==> src/rtl/ctl_pkg.sv <==
// Shared encodings for the 65C02 interrupt/reset sequencer: vector-select codes and sequencer states.
package ctl_pkg;

  localparam logic [1:0] VEC_NONE = 2'b00;
  localparam logic [1:0] VEC_NMI  = 2'b01;
  localparam logic [1:0] VEC_RES  = 2'b10;
  localparam logic [1:0] VEC_IRQ  = 2'b11;

  typedef enum logic [1:0] {
    ST_RST  = 2'd0,
    ST_RUN  = 2'd1,
    ST_WAIT = 2'd2,
    ST_STOP = 2'd3
  } state_e;

  // NMI outranks IRQ whenever both are requesting at an instruction boundary.
  function automatic logic [1:0] irq_vector(input logic nmi_pending);
    return nmi_pending ? VEC_NMI : VEC_IRQ;
  endfunction

endpackage

==> src/rtl/pin_sync.sv <==
// Multi-flop synchroniser for an asynchronous active-low pin; idles high out of reset.
module pin_sync #(
  parameter int STAGES = 2
) (
  input  logic clk,
  input  logic reset,
  input  logic pin,
  output logic pin_s
);

  logic [STAGES-1:0] chain_d;
  logic [STAGES-1:0] chain_q;

  always_comb begin
    chain_d = {chain_q[STAGES-2:0], pin};
  end

  always_ff @(posedge clk) begin
    if (!reset) begin
      chain_q <= '1;
    end else begin
      chain_q <= chain_d;
    end
  end

  assign pin_s = chain_q[STAGES-1];

endmodule

==> src/rtl/int_ctl.sv <==
// Interrupt and reset sequencer: pin synchronisation, NMI edge capture, reset stretch,
// vector selection at instruction boundaries and WAI/STP stalling of the core.
module int_ctl
  import ctl_pkg::*;
#(
  parameter int RST_CYCLES  = 7,
  parameter int SYNC_STAGES = 2
) (
  input  logic       clk,
  input  logic       reset,
  input  logic       irq_n,
  input  logic       nmi_n,
  input  logic       sync,
  input  logic       I,
  input  logic       wai,
  input  logic       stp,
  output logic       core_reset,
  output logic       int_req,
  output logic [1:0] vec_sel,
  output logic       rdy
);

  localparam int              CNT_W    = $clog2(RST_CYCLES + 1);
  localparam logic [CNT_W-1:0] CNT_LAST = CNT_W'(RST_CYCLES - 1);
  localparam logic [CNT_W-1:0] CNT_ONE  = CNT_W'(1);

  logic irq_s;
  logic nmi_s;
  logic nmi_fall;
  logic nmi_clr;

  state_e           state_d, state_q;
  logic [CNT_W-1:0] cnt_d, cnt_q;
  logic             nmi_prev_d, nmi_prev_q;
  logic             nmi_pend_d, nmi_pend_q;
  logic             core_reset_d, core_reset_q;
  logic [1:0]       vec_sel_d, vec_sel_q;
  logic             rdy_d, rdy_q;

  pin_sync #(.STAGES(SYNC_STAGES)) u_irq_sync (
    .clk   (clk),
    .reset (reset),
    .pin   (irq_n),
    .pin_s (irq_s)
  );

  pin_sync #(.STAGES(SYNC_STAGES)) u_nmi_sync (
    .clk   (clk),
    .reset (reset),
    .pin   (nmi_n),
    .pin_s (nmi_s)
  );

  assign nmi_fall = nmi_prev_q & ~nmi_s;

  // I masking happens here; the controller sees an already-qualified request.
  assign int_req = (state_q == ST_RUN) & (nmi_pend_q | (~irq_s & ~I));

  always_comb begin
    state_d      = state_q;
    cnt_d        = cnt_q;
    core_reset_d = core_reset_q;
    vec_sel_d    = vec_sel_q;
    rdy_d        = rdy_q;
    nmi_clr      = 1'b0;
    nmi_prev_d   = nmi_s;

    case (state_q)
      ST_RST: begin
        if (cnt_q == CNT_LAST) begin
          state_d      = ST_RUN;
          core_reset_d = 1'b0;
        end else begin
          cnt_d = cnt_q + CNT_ONE;
        end
      end
      ST_RUN: begin
        if (sync) begin
          vec_sel_d = int_req ? irq_vector(nmi_pend_q) : VEC_NONE;
          nmi_clr   = nmi_pend_q;
        end else begin
          vec_sel_d = vec_sel_q;
        end
        if (stp) begin
          state_d = ST_STOP;
          rdy_d   = 1'b0;
        end else if (wai) begin
          state_d = ST_WAIT;
          rdy_d   = 1'b0;
        end else begin
          state_d = ST_RUN;
        end
      end
      // Wake ignores I: a masked IRQ still resumes the core, it just is not taken.
      ST_WAIT: begin
        if (stp) begin
          state_d = ST_STOP;
        end else if (nmi_pend_q | ~irq_s) begin
          state_d = ST_RUN;
          rdy_d   = 1'b1;
        end else begin
          state_d = ST_WAIT;
        end
      end
      ST_STOP: begin
        state_d = ST_STOP;
      end
      default: begin
        state_d      = ST_RST;
        core_reset_d = 1'b1;
        rdy_d        = 1'b1;
      end
    endcase

    // A fresh edge wins over a same-cycle clear so it is never dropped.
    nmi_pend_d = nmi_fall | (nmi_pend_q & ~nmi_clr);
  end

  always_ff @(posedge clk) begin
    if (!reset) begin
      state_q      <= ST_RST;
      cnt_q        <= '0;
      nmi_prev_q   <= 1'b1;
      nmi_pend_q   <= 1'b0;
      core_reset_q <= 1'b1;
      vec_sel_q    <= VEC_RES;
      rdy_q        <= 1'b1;
    end else begin
      state_q      <= state_d;
      cnt_q        <= cnt_d;
      nmi_prev_q   <= nmi_prev_d;
      nmi_pend_q   <= nmi_pend_d;
      core_reset_q <= core_reset_d;
      vec_sel_q    <= vec_sel_d;
      rdy_q        <= rdy_d;
    end
  end

  assign core_reset = core_reset_q;
  assign vec_sel    = vec_sel_q;
  assign rdy        = rdy_q;

endmodule

==> config.mk <==
export PLATFORM = sky130hd
export DESIGN_NAME = int_ctl
export DESIGN_NICKNAME = d
export VERILOG_FILES = /design/src/rtl/ctl_pkg.sv /design/src/rtl/pin_sync.sv /design/src/rtl/int_ctl.sv
export SDC_FILE = /design/constraint.sdc
export NUM_CORES = 1
export LEC_CHECK = 0
export BUFFER_PORTS_ARGS = -buffer_cell sky130_fd_sc_hd__buf_2
export CAP_MARGIN = 20
export CORE_UTILIZATION = 45
export DETAILED_ROUTE_END_ITERATION = 10
export GPL_TIMING_DRIVEN = 0
export PLACE_DENSITY = 0.68
export SYNTH_ARGS = -nofsm -noshare
export SYNTH_HDL_FRONTEND = slang
export SYNTH_SLANG_ARGS = --single-unit
export TNS_END_PERCENT = 50
==> constraint.sdc <==
create_clock -name clk -period 2.6 [get_ports clk]
set_input_delay 0 -clock clk [delete_from_list [all_inputs] [get_ports clk]]
set_output_delay 0 -clock clk [all_outputs]
set_load 0.02 [all_outputs]
### Yosys cells after proc, flatten, opt, wreduce, memory -nomap -nowiden

Index checks and enable logic that the tools add are counted.
Widths: inputs -> output; s select.

* register bits: 15
* latch bits: 0
* RAM bits: 0
* bits in read-only memories: 0
* bits of input ports: 8
* output and inout port bits: 5
* logic and storage cells: 51
* memories kept: 0

* add/sub/neg operators: 1
* $mul: 0
* divide/modulo/power cells: 0
* $lt $le $gt $ge: 0
* equality and inequality tests: 8
* shift-type cells: 0
* muxes and demuxes: 15
* bitwise operators: 12
* reductions and logical operators: 6

Operators with widths (number)
* $mux 2: 7
* $pmux 2 s4: 1
* $mux 1: 6
* $ne 2x2->1 const B: 3
* $reduce_and 2->1: 3
* $not 1->1: 5
* $and 1x1->1: 4
* $eq 2x2->1 const B: 2
* $reduce_and 4->1: 1
* $add 3x1->3 const B: 1
* $eq 3x3->1 const B: 1
* $ne 3x3->1 const B: 1
* $or 1x1->1: 3
* $eq 2x1->1 const B: 1
* $logic_not 2->1: 1
* $pmux 1 s2: 1
* $reduce_bool 2->1: 1

### Depth between registers and ports, before layout

* depth after elaboration: 5
* depth in mapped cells: 5
* depth with buffers taken out: 5

### Cells and area by module

From an unflattened synthesis, not the netlist that was laid out.

* cell total of the unflattened synthesis: 62
* area, all modules: 605.6 µm²

Modules (own cells, without submodules)
* int_ctl: times used 1, cells each 54, area each 500.5 µm², sequential area each 220.2 µm²
* pin_sync: times used 2, cells each 4, area each 52.6 µm², sequential area each 40.0 µm²

### Worst setup path after synthesis

OpenSTA, ideal clock, no wires.

* kind: flip-flop to flip-flop
* start point: register cnt_q[0]
* end point: register cnt_q[2]
* setup time: 118 ps
* arrival time: 1136 ps
* required time: 2482 ps
* setup slack: 1346 ps
* cell stages (with the launch flop): 6
* path buffers: 0
* period minus slack after synthesis: 1254 ps
* cell sequence: dfxtp_1 -> inv_1 -> ha_1 -> a211oi_4 -> nand2_1 -> mux2i_1

* word-level cells in the longest chain between the ends: 3
* elaborated cells between the ends (all ways): 4
* classes of those cells: 1 x add/sub; 1 x eq/ne; 1 x bitwise; 1 x reduce/logical

RTL lines
* from (decl): RTL line int_ctl.sv:33 `logic [CNT_W-1:0] cnt_d, cnt_q;`
* from (signal assigned): RTL line int_ctl.sv:130 `cnt_q <= cnt_d;`
* parallel branches: the longest is 3 deep, another holds $add 3x1->3

Several ways; the timed one is not identified.
A chain may end at the register's enable or synchronous reset.

### Worst setup path in the final report

* start point: register cnt_q[0]
* end point: register cnt_q[1]

Same word-level chain as after synthesis.

==> impl_metrics.toml <==
[run_status]
status = "finished, final reports clean"

[pwr]
ir_drop_mv = 0.4306
leakage_nw = 0.2938
switching_share_pct = 28.91
p_comb_share_pct = 19.2
p_int_mw = 0.3662
switchingPower_mw = 0.1489
power.share.clock_pct = 25.4
power_density_nw_per_um2 = 715.9
finalPower_mw = 0.5151
pwr-share-seq_pct = 55.4

[cts]
cts.path.max_buffers = 2
clkTransAtPathRegs_ns = 0.09
cts_inserted_buffers = 3
cts.sinks = 15
root_buffer = "clkbuf_4"
insertion_delay_ns = 0.28
cts_resized = 0
cts_tree = "done"
post-cts-setup-buffers = 0
htreeDepth = 1

[cells_and_area]
layout_common_cells = "dfxtp_1 (15), buf_2 (11), nor2_1 (8), nand2b_1 (8), nand2_1 (4)"
area_growth_pct = 19.79
diodes = 0
final_common_cell = "dfxtp_1"
multiInputGateArea_um2 = 285.3
nNetsFinal = 91
drive_gt1_share_pct = 20.00
finalNonFillerCells = 94
nFillCells = 105
utilization_pct = 61.43
seq_area_um2 = 300.3

[hold_path]
hold_class = "input port to flip-flop"

[setup_path]
cp-end-kind = "flip-flop"
crit_arrival_ns = 1.60
crit_fanout = 5
cp-start-kind = "flip-flop"
crit_type = "flip-flop to flip-flop"
cp.required_ns = 2.79

[timing]
max_freq_ghz = 0.7092
setup_viol = 0
min_period_ns = 1.410
post-route-period-util_pct = 54.23
hold_viol = 0
slew_headroom_pct = 70.63
final-max-slew-violation-count = 0
rsz0062_at_grt = "no"
tightest_slew_ns = 0.4406
tns_ns = 0
fin_worst_skew_ns = 0.004219

[run]
max-cap-violations = 0

[yosys]
synth.net_count = 73
seq_area_frac_synth_pct = 50.00
synthMuxAreaShare_pct = 1.667
synth_seq_cells = 15
netlist_instances = 63
netlist_area_um2 = 600.6
synth_top_family_by_area = "simple AND/OR/NAND/NOR gates"
yosysUniqueCellTypes = 23
synthAdderAreaFrac_pct = 4.167
yosys.area_share.simple_pct = 28.13
yosys_warnings = 0
syn_area_per_cell_um2 = 9.533
synth_xor_area_share_pct = 1.458
synth_compound_area_share_pct = 12.08

[placed_design]
place_congestion = 0.7262
placedCellCount = 88
portBuffers = 11
hpwl_um = 698.7

[floorplanning]
io_pins = 13
fp.dieH_um = 38.53
start_util_pct = 51.28
die_area_um2 = 1485
die_x_um = 38.53
core_um2 = 1171
rows = 12

[global_route]
grt_pass1_vias = 369
antenna_found_initial = 0
grt_usage_pct = 16.16
overflow = 0
grt_pass1_wl_um = 1566
grt_max_degree = 11

[routing]
wire_per_inst_um = 10.60
ant_nets = 0
drc = 0
vias = 474
wirelength_um = 996
drtIter0Drc = 7
viasPerCell = 5.043
dr.pass1.iters = 3
## cell type report
class | count | area share (%)
inverter | 3 | 1.565
tap | 14 | 2.435
multi-input combinational | 44 | 39.65
sequential | 15 | 41.74
buffer | 1 | 0.5217
timing repair buffer | 13 | 10.43
clock buffer | 4 | 3.652
## cells in the mapped netlist, drive strengths merged
| cell type | number | area share (%) |
|---|---|---|
| nor2b | 2 | 2.1 |
| xnor2 | 1 | 1.5 |
| nand2b | 8 | 8.3 |
| a211oi | 2 | 4.6 |
| o31ai | 1 | 1.3 |
| nand2 | 4 | 2.5 |
| nor2 | 8 | 5.0 |
| nand3 | 2 | 1.7 |
| a221oi | 1 | 1.5 |
| dfxtp | 15 | 50 |
| a21oi | 2 | 1.7 |
| nor4 | 1 | 1.0 |
| clkbuf | 1 | 0.62 |
| ha | 2 | 4.2 |
| o21ai | 2 | 1.7 |
| a211o | 1 | 1.5 |
| nor3 | 3 | 2.5 |
| nand3b | 2 | 3.1 |
| mux2i | 1 | 1.7 |
| inv | 3 | 1.9 |
| nand4bb | 1 | 1.9 |
## critical path, cell delays in order, from the launching register on
cell and delay [ns]:
dfxtp_1 0.39, inv_1 0.06, ha_1 0.24, a211oi_4 0.35, nor2_1 0.07, a211oi_1 0.21
## what timing repair did
action / CTS / global route
hold endpoints to repair: 2 / 0
endpoints found under the setup margin: 0 / 0
hold buffers: 2 / 0
## state kept, by name, indices dropped and copies added, names as in the netlist
signal / cells
u_irq_sync.chain_q: 2
u_nmi_sync.chain_q: 2
core_reset: 1
rdy: 1
state_q: 2
vec_sel: 2
cnt_q: 3
nmi_pend_q: 1
nmi_prev_q: 1
## through the flow
stage	hold WS, ns	setup WS [ns]	cell area (um2)
finish	0.02521	1.190	719.4
global route	0.03829	1.089	719.4
CTS	0.02700	1.195	719.4
detailed placement	0.1881	1.240	673.1
global placement	0.1798	1.264	673.1
floorplan	0.1015	1.346	600.6
## worst paths after layout
path,startpoint,to,slack (ns),cells past startpoint
min reg2reg,u_nmi_sync.chain_q[0],u_nmi_sync.chain_q[1],0.41,1
max,cnt_q[0],cnt_q[1],1.19,5
max reg2reg,cnt_q[0],cnt_q[1],1.19,5
min,stp,state_q[0],0.03,3
## power by group through the flow
| stage | clock network (mW) | logic (mW) | registers [mW] |
|---|---|---|---|
| after floorplan | 0 | 0.0711 | 0.290 |
| after global placement | 0 | 0.0937 | 0.289 |
| after detailed placement | 0 | 0.0957 | 0.291 |
| after CTS | 0.135 | 0.0992 | 0.285 |
| after global routing | 0.149 | 0.111 | 0.290 |
| final | 0.131 | 0.0987 | 0.285 |
## metal layers
layer  vias up  routed length, um  track usage (%)
li1        250                  -                -
met1       212                509            20.73
met2        10                433            22.92
met3         2                 34            6.977
met4         0                 19            7.759
met5         -                  0                0
## cells by family (layout without fill, tap and decap cells)
group / after synthesis / count (layout)
AND/OR/NAND/NOR: 31 / 31
flip-flops: 15 / 15
AO/OA/AOI/OAI: 9 / 9
buffers and inverters: 4 / 21
adder cells (fa/ha/maj): 2 / 2
XOR/XNOR: 1 / 1
multiplexers: 1 / 1
No activity file was read; power rests on OpenSTA's default activity.
